$ cat src/rtl/memory_arbiter_if.sv
// rtl/memory_arbiter_if.sv - requester, arbiter and RAM signals shared by memory_arbiter
interface memory_arbiter_if #(
  parameter int ADDR_W = 32,
  parameter int DATA_W = 32
);
  logic              iREN;
  logic [ADDR_W-1:0] iaddr;
  logic [DATA_W-1:0] iload;
  logic              iwait;
  logic              dREN;
  logic              dWEN;
  logic [ADDR_W-1:0] daddr;
  logic [DATA_W-1:0] dstore;
  logic [DATA_W-1:0] dload;
  logic              dwait;
  logic              ramREN;
  logic              ramWEN;
  logic [ADDR_W-1:0] ramaddr;
  logic [DATA_W-1:0] ramstore;
  logic [DATA_W-1:0] ramload;
  logic [1:0]        ramstate;
  logic              ramerr;

  // slave: the arbiter itself; master: the requesters and the RAM model around it
  modport slave (
    input  iREN, iaddr, dREN, dWEN, daddr, dstore, ramload, ramstate,
    output iload, iwait, dload, dwait, ramREN, ramWEN, ramaddr, ramstore, ramerr
  );
  modport master (
    output iREN, iaddr, dREN, dWEN, daddr, dstore, ramload, ramstate,
    input  iload, iwait, dload, dwait, ramREN, ramWEN, ramaddr, ramstore, ramerr
  );
endinterface

$ cat src/rtl/memory_arbiter.sv
// rtl/memory_arbiter.sv - instruction/data to single RAM port arbiter
// Define ARB_FAIR_EN for round-robin tie breaking; otherwise data always wins ties.
module memory_arbiter (
  input  logic CLK,
  input  logic RST,
  memory_arbiter_if.slave bus
);
  typedef enum logic [1:0] {IDLE = 2'd0, IGNT = 2'd1, DGNT = 2'd2} state_t;

  localparam logic [1:0] RAM_ACCESS = 2'b10;
  localparam logic [1:0] RAM_ERROR  = 2'b11;

  state_t state_q, state_d;
  logic   d_req, ram_done, ram_err;
  logic   i_cmpl, d_cmpl;
  logic   tie_to_d;

  assign d_req    = bus.dREN | bus.dWEN;
  assign ram_done = (bus.ramstate == RAM_ACCESS) || (bus.ramstate == RAM_ERROR);
  assign ram_err  = (bus.ramstate == RAM_ERROR);
  assign i_cmpl   = (state_q == IGNT) & bus.iREN & ram_done;
  assign d_cmpl   = (state_q == DGNT) & d_req & ram_done;

`ifdef ARB_FAIR_EN
  logic last_d_q;
  assign tie_to_d = ~last_d_q;
`else
  assign tie_to_d = 1'b1;
`endif

  always_comb begin
    state_d = state_q;
    case (state_q)
      IDLE: begin
        if (d_req && bus.iREN) state_d = tie_to_d ? DGNT : IGNT;
        else if (d_req)        state_d = DGNT;
        else if (bus.iREN)     state_d = IGNT;
      end
      // A dropped request ends the grant just like a completion does
      IGNT:    if (!bus.iREN || ram_done) state_d = IDLE;
      DGNT:    if (!d_req || ram_done)    state_d = IDLE;
      default: state_d = IDLE;
    endcase
  end

  always_ff @(posedge CLK or posedge RST) begin
    if (RST) begin
      state_q <= IDLE;
`ifdef ARB_FAIR_EN
      last_d_q <= 1'b0;
`endif
    end else begin
      state_q <= state_d;
`ifdef ARB_FAIR_EN
      if (i_cmpl)      last_d_q <= 1'b0;
      else if (d_cmpl) last_d_q <= 1'b1;
`endif
    end
  end

  always_comb begin
    bus.iwait    = bus.iREN & ~i_cmpl;
    bus.dwait    = d_req & ~d_cmpl;
    bus.iload    = (i_cmpl && !ram_err) ? bus.ramload : '0;
    bus.dload    = (d_cmpl && !ram_err) ? bus.ramload : '0;
    bus.ramerr   = (i_cmpl | d_cmpl) & ram_err;
    bus.ramREN   = 1'b0;
    bus.ramWEN   = 1'b0;
    bus.ramaddr  = '0;
    bus.ramstore = '0;
    case (state_q)
      IGNT: begin
        bus.ramREN  = bus.iREN;
        bus.ramaddr = bus.iaddr;
      end
      DGNT: begin
        bus.ramREN   = bus.dREN;
        bus.ramWEN   = bus.dWEN;
        bus.ramaddr  = bus.daddr;
        bus.ramstore = bus.dstore;
      end
      default: ;
    endcase
  end
endmodule

$ cat src/flat_wrapper.sv
// flat-port wrapper written by rule: the top's interface ports become plain ports
module memory_arbiter_flat 
  (CLK, RST, bus_iREN, bus_iaddr, bus_dREN, bus_dWEN, bus_daddr, bus_dstore, bus_ramload, bus_ramstate, bus_iload, bus_iwait, bus_dload, bus_dwait, bus_ramREN, bus_ramWEN, bus_ramaddr, bus_ramstore, bus_ramerr);
  memory_arbiter_if #(.ADDR_W(32), .DATA_W(32)) bus_i ();
  input  logic CLK;
  input  logic RST;
  input wire logic [$bits(bus_i.iREN)-1:0] bus_iREN;
  input wire logic [$bits(bus_i.iaddr)-1:0] bus_iaddr;
  input wire logic [$bits(bus_i.dREN)-1:0] bus_dREN;
  input wire logic [$bits(bus_i.dWEN)-1:0] bus_dWEN;
  input wire logic [$bits(bus_i.daddr)-1:0] bus_daddr;
  input wire logic [$bits(bus_i.dstore)-1:0] bus_dstore;
  input wire logic [$bits(bus_i.ramload)-1:0] bus_ramload;
  input wire logic [$bits(bus_i.ramstate)-1:0] bus_ramstate;
  output wire logic [$bits(bus_i.iload)-1:0] bus_iload;
  output wire logic [$bits(bus_i.iwait)-1:0] bus_iwait;
  output wire logic [$bits(bus_i.dload)-1:0] bus_dload;
  output wire logic [$bits(bus_i.dwait)-1:0] bus_dwait;
  output wire logic [$bits(bus_i.ramREN)-1:0] bus_ramREN;
  output wire logic [$bits(bus_i.ramWEN)-1:0] bus_ramWEN;
  output wire logic [$bits(bus_i.ramaddr)-1:0] bus_ramaddr;
  output wire logic [$bits(bus_i.ramstore)-1:0] bus_ramstore;
  output wire logic [$bits(bus_i.ramerr)-1:0] bus_ramerr;
  assign bus_i.iREN = bus_iREN;
  assign bus_i.iaddr = bus_iaddr;
  assign bus_i.dREN = bus_dREN;
  assign bus_i.dWEN = bus_dWEN;
  assign bus_i.daddr = bus_daddr;
  assign bus_i.dstore = bus_dstore;
  assign bus_i.ramload = bus_ramload;
  assign bus_i.ramstate = bus_ramstate;
  assign bus_iload = bus_i.iload;
  assign bus_iwait = bus_i.iwait;
  assign bus_dload = bus_i.dload;
  assign bus_dwait = bus_i.dwait;
  assign bus_ramREN = bus_i.ramREN;
  assign bus_ramWEN = bus_i.ramWEN;
  assign bus_ramaddr = bus_i.ramaddr;
  assign bus_ramstore = bus_i.ramstore;
  assign bus_ramerr = bus_i.ramerr;
  memory_arbiter u_core (.CLK(CLK), .RST(RST), .bus(bus_i));
endmodule
$ cat config.mk
export PLATFORM = sky130hd
export DESIGN_NAME = memory_arbiter_flat
export DESIGN_NICKNAME = d
export VERILOG_FILES = /design/src/rtl/memory_arbiter_if.sv /design/src/rtl/memory_arbiter.sv /design/src/flat_wrapper.sv
export SDC_FILE = /design/constraint.sdc
export NUM_CORES = 1
export LEC_CHECK = 0
export ABC_AREA = 0
export ABC_CLOCK_PERIOD_IN_PS = 5100
export CAP_MARGIN = 20
export CORE_AREA = 2 2 104 106
export CTS_BUF_LIST = sky130_fd_sc_hd__clkbuf_8
export CTS_CLUSTER_DIAMETER = 80
export DETAILED_ROUTE_END_ITERATION = 16
export DIE_AREA = 0 0 106 108
export GPL_ROUTABILITY_DRIVEN = 0
export PLACE_DENSITY = 0.63
export SLEW_MARGIN = 5
export SYNTH_ARGS = -nofsm -noshare
export SYNTH_HDL_FRONTEND = slang
export SYNTH_SLANG_ARGS = --single-unit
$ cat constraint.sdc
create_clock -name CLK -period 5.1 [get_ports CLK]
set_input_delay 1.275 -clock CLK [delete_from_list [all_inputs] [get_ports CLK]]
set_output_delay 1.275 -clock CLK [all_outputs]
set_load 0.1 [all_outputs]
== Yosys cells after proc, flatten, opt, wreduce, memory -nomap -nowiden ==
Cells that the tools add are included.
Storage, ports and cells
  latch bits: 0
  flip-flop bits (word level): 2
  memory bits (writable): 0
  input port bits: 135
  word-level logic and storage cells: 42
  bits in read-only memories: 0
  memories kept: 0
Operators by class
  $add $sub $neg: 0
  order comparisons: 0
  bitwise logic cells: 11
  multiplexer cells: 12
  div/mod/pow operators: 0
  reductions and logical operators: 11
  shift-type cells: 0
  multipliers: 0
  equal/unequal tests: 7
Operators with widths (number)
  2-to-1 mux 32 bit: 3
  case mux 32 bit (2 select lines): 1
  2-to-1 mux 2 bit: 5
  bitwise AND 1 bit: 7
  == test 2 bit, second input constant: 3
  case mux 2 bit (3 select lines): 1
  != test 2 bit, second input constant: 2
  != test 4 x 2 -> 1 bit, second input constant: 1
  logical AND 1 bit: 3
  logical NOT 1 bit: 3
  logical OR 1 bit: 3
  AND reduction 3 bit: 1
  == test 2 x 1 -> 1 bit, second input constant: 1
  logical NOT 2 bit: 1
  inverter 1 bit: 2
  bitwise OR 1 bit: 2
  case mux 1 bit (2 select lines): 1
  2-to-1 mux 1 bit: 1

== Logic depth before layout (Yosys ltp) ==
  word-level depth: 5
  mapped depth: 7
  mapped depth without buffers: 5

== Worst setup path before layout ==
OpenSTA, ideal clock, no wires.
  kind: input to output
  start: in bus_iREN
  end: out bus_ramREN
  setup slack: 304 ps
  cell stages on the path: 2
  arrival: 3521 ps
  data required time: 3825 ps
  cell sequence: nand2_2 -> a21boi_0
On the way
  cells in the longest elaborated chain, start to end: 1
Ends and longest elaborated chain
  start: declaration: RTL line flat_wrapper.sv:7  | input wire logic [$bits(bus_i.iREN)-1:0] bus_iREN;
  case mux 1 bit (2 select lines): RTL line memory_arbiter.sv:71  | case (state_q)
  end: declaration: RTL line flat_wrapper.sv:19  | output wire logic [$bits(bus_i.ramREN)-1:0] bus_ramREN;
No other way between the ends.

== Worst setup path after layout ==
  start: in bus_dWEN
  end: out bus_dload[17]
On the way
  cells in the longest elaborated chain, start to end: 5
Ends and longest elaborated chain
  start: declaration: RTL line flat_wrapper.sv:10  | input wire logic [$bits(bus_i.dWEN)-1:0] bus_dWEN;
  bitwise OR 1 bit: RTL line memory_arbiter.sv:18  | assign d_req = bus.dREN | bus.dWEN;
  bitwise AND 1 bit (2 in series): RTL line memory_arbiter.sv:22  | assign d_cmpl = (state_q == DGNT) & d_req & ram_done;
  logical AND 1 bit: RTL line memory_arbiter.sv:65  | bus.dload = (d_cmpl && !ram_err) ? bus.ramload : '0;
  2-to-1 mux 32 bit: RTL line memory_arbiter.sv:65
  end: declaration: RTL line flat_wrapper.sv:17  | output wire logic [$bits(bus_i.dload)-1:0] bus_dload;
No other way between the ends.

==> impl_metrics.py <==
metrics = {
    "synthesis": {
        "yosys.cell_types.count": 28,
        "yosysWarnings": 0,
        "syn_area_per_cell_um2": 6.84,
        "synth_area_um2": 1460,
        "ys_seq_area_frac": 0.0343,
        "synth_seq_cells": 2,
        "synthesis.nets": 351,
        "syn_inst": 213,
    },
    "sta": {
        "skew_ns": 0.000618,
        "worst_slew_pin_slew_ns": 0.889,
        "period_minus_slack_ns": 4.29,
        "setup_viol": 0,
        "fin_setup_tns_ns": 0,
        "drv_slew": 0,
        "slew_headroom": 0.408,
        "layout_worst_path_cycle_share": 0.842,
        "fmax_mhz": 233,
        "hold_viol_final": 0,
        "rsz0062_at_grt": "no",
    },
    "final_layout": {
        "utilization": 0.385,
        "area_growth_pct": 170,
        "final_area_um2": 3940,
        "nFillCells": 1041,
        "reg.largest.list": "u_core.state_q x2",
        "mostFrequentLayoutCell": "clkdlybuf4s50_1",
        "largest_reg_flops": 2,
        "final_layout_size_suffix_gt1_frac": 0.325,
        "layout.cells.non_filler": 600,
        "layout.nets": 604,
        "largest_register": "u_core.state_q",
        "diodes": 0,
        "ff_latch_area_um2": 50.0,
        "multiInputGateArea_um2": 1260,
        "final_cell_mix": "clkdlybuf4s50_1, buf_4, and2_1, a22oi_1, nor2b_1",
    },
    "routing": {
        "routedWlPerCell_um": 13.7,
        "dr.pass1.iters": 4,
        "wirelength_um": 8250,
        "vias": 2465,
        "drtIter0Drc": 120,
        "drc_errors": 0,
        "final_antenna_net_count": 0,
        "via_per_inst": 4.11,
    },
    "critical_path": {
        "cp-startpoint": "bus_dWEN",
        "critPathSlowestCell": "clkdlybuf4s50_1",
        "r2r_slack_ns": 3.10,
        "r2r_start": "u_core.state_q[0]",
        "critPathArrivalTime_ns": 3.02,
        "r2r-end": "u_core.state_q[1]",
        "worstPathRequired_ns": 3.83,
        "worstSetupPathType": "primary input to primary output",
        "reg2reg_depth": 6,
        "path_cells": "clkdlybuf4s50_1, o21ai_2, nor2_4, and2_1, buf_4",
        "crit_fanout": 32,
        "endpoint_kind": "primary output",
        "cpPeakStageDelay_ns": 0.61,
        "start_kind": "primary input",
    },
    "status": {
        "status": "complete, no violations",
    },
    "min_path": {
        "worstHoldStart": "u_core.state_q[1]",
        "hold_path_class": "flip-flop to flip-flop",
        "hold_path_depth": 1,
        "min_delay_worst_endpoint": "u_core.state_q[1]",
    },
    "global_route": {
        "antenna_found_initial": 0,
        "overflow": 0,
        "grt_max_degree": 57,
        "grt_usage": 0.129,
        "grt_pass1_wl_um": 12000,
        "grt_pass1_vias": 2383,
    },
    "clock_network": {
        "cts_buffers": 3,
        "cts_tree": "done",
        "post_cts_resized": 0,
        "path_clk_slew_ns": 0.03,
        "cts.sinks": 2,
        "cts_max_path_buffers": 2,
        "clkLatencyLatePin_ns": 0.21,
        "post_cts_buffers": 0,
        "htreeDepth": 1,
        "root_buffer": "clkbuf_8",
        "cts_hold_buf": 0,
    },
    "floorplanning": {
        "rows": 37,
        "coreArea_um2": 10200,
        "io_pins": 268,
        "start_util": 0.142,
        "die_area_um2": 11400,
        "die_h_um": 108,
        "dieWidth_um": 106,
    },
    "placement": {
        "place_area_um2": 3900,
        "placement.io_buffers": 267,
        "numPlacedInstances": 597,
        "dpl.hpwl_um": 6950,
    },
    "pwr": {
        "powerDensity_nw_per_um2": 558,
        "p_total_mw": 2.20,
        "leakage_nw": 1.79,
        "vdd_drop_max_uv": 504,
    },
    "flow_run": {
        "cap_violations": 0,
    },
}
-- worst max-delay path: cells and delay by family --
| family | cells | cell delay (ns) |
|---|---|---|
| buffers and inverters | 2 | 0.90 |
| and+or+nand+nor | 2 | 0.68 |
| AOI/OAI and AO/OA | 1 | 0.15 |
-- stage by stage --
stage | setup WS (ns) | hold WS, ns
after floorplan | 0.304 | 0.475
after global placement | 0.817 | 0.517
after detailed placement | 0.797 | 0.528
after CTS | 0.797 | 0.537
after global routing | 0.656 | 0.559
final | 0.807 | 0.536
-- layer usage --
layer / vias to the layer above / part of all wire / global-route usage
met3: 6 / 0.12 / 0.0338
met5: - / 0 / 0
met2: 176 / 0.53 / 0.257
met4: 0 / 0.0092 / 0.0273
li1: 1208 / - / -
met1: 1075 / 0.34 / 0.137
-- final cells by class --
| type | count | share of cell area |
|---|---|---|
| multi-input cells | 186 | 0.319 |
| flip-flops and latches | 2 | 0.0127 |
| well taps | 136 | 0.0432 |
| clock buffers | 3 | 0.0105 |
| inverters | 4 | 0.00381 |
| repair buffers | 269 | 0.611 |
-- cell families (layout without fill, tap and decap cells) --
logic type | Yosys count | after routing | share of synthesized area
compound gates | 44 | 44 | 0.224
fa+ha+maj | 3 | 3 | 0.0258
buf+inv | 25 | 276 | 0.105
flops | 2 | 2 | 0.0343
simple gates | 139 | 139 | 0.611
-- power breakdown --
part           internal (mW)  switching [mW]  leakage (nW)
clock network         0.0499          0.0118        0.0216
registers             0.0214         0.00491        0.0257
logic                  0.492            1.62          1.74
total                  0.563            1.63          1.79
-- Yosys cell counts --
cell      count  share of area
nor2_4        2          0.015
o221a_2       1         0.0077
a21o_1        1         0.0052
nand2b_2      1         0.0060
a41oi_1       1         0.0060
nor2b_1      32           0.14
clkbuf_1      6          0.015
a21boi_0      1         0.0052
ha_1          3          0.026
inv_1         4          0.010
buf_2         8          0.027
a22oi_1      32           0.16
nand2b_4      1         0.0094
dfrtp_1       2          0.034
o21ai_1       1         0.0034
nand2b_1      1         0.0043
nand2_1       2         0.0052
o221ai_1      1         0.0060
buf_6         6          0.046
nand2_2       1         0.0043
and2_2        4          0.021
a21oi_1       4          0.014
nor2_1        1         0.0026
buf_4         1         0.0052
a21o_2        1         0.0060
and2_1       93           0.40
nor4bb_1      1         0.0069
o21ai_2       1         0.0060
-- worst max-delay path by stage --
stage	end	slack [ns]	cells past startpoint
after detailed placement	bus_dload[7]	0.80	5
final	bus_dload[17]	0.81	5
after floorplan	bus_ramREN	0.30	2
after global routing	bus_dload[17]	0.66	5
after global placement	bus_dload[6]	0.82	5
after CTS	bus_dload[7]	0.80	5
Note: power is estimated with default switching activity, not from simulation.
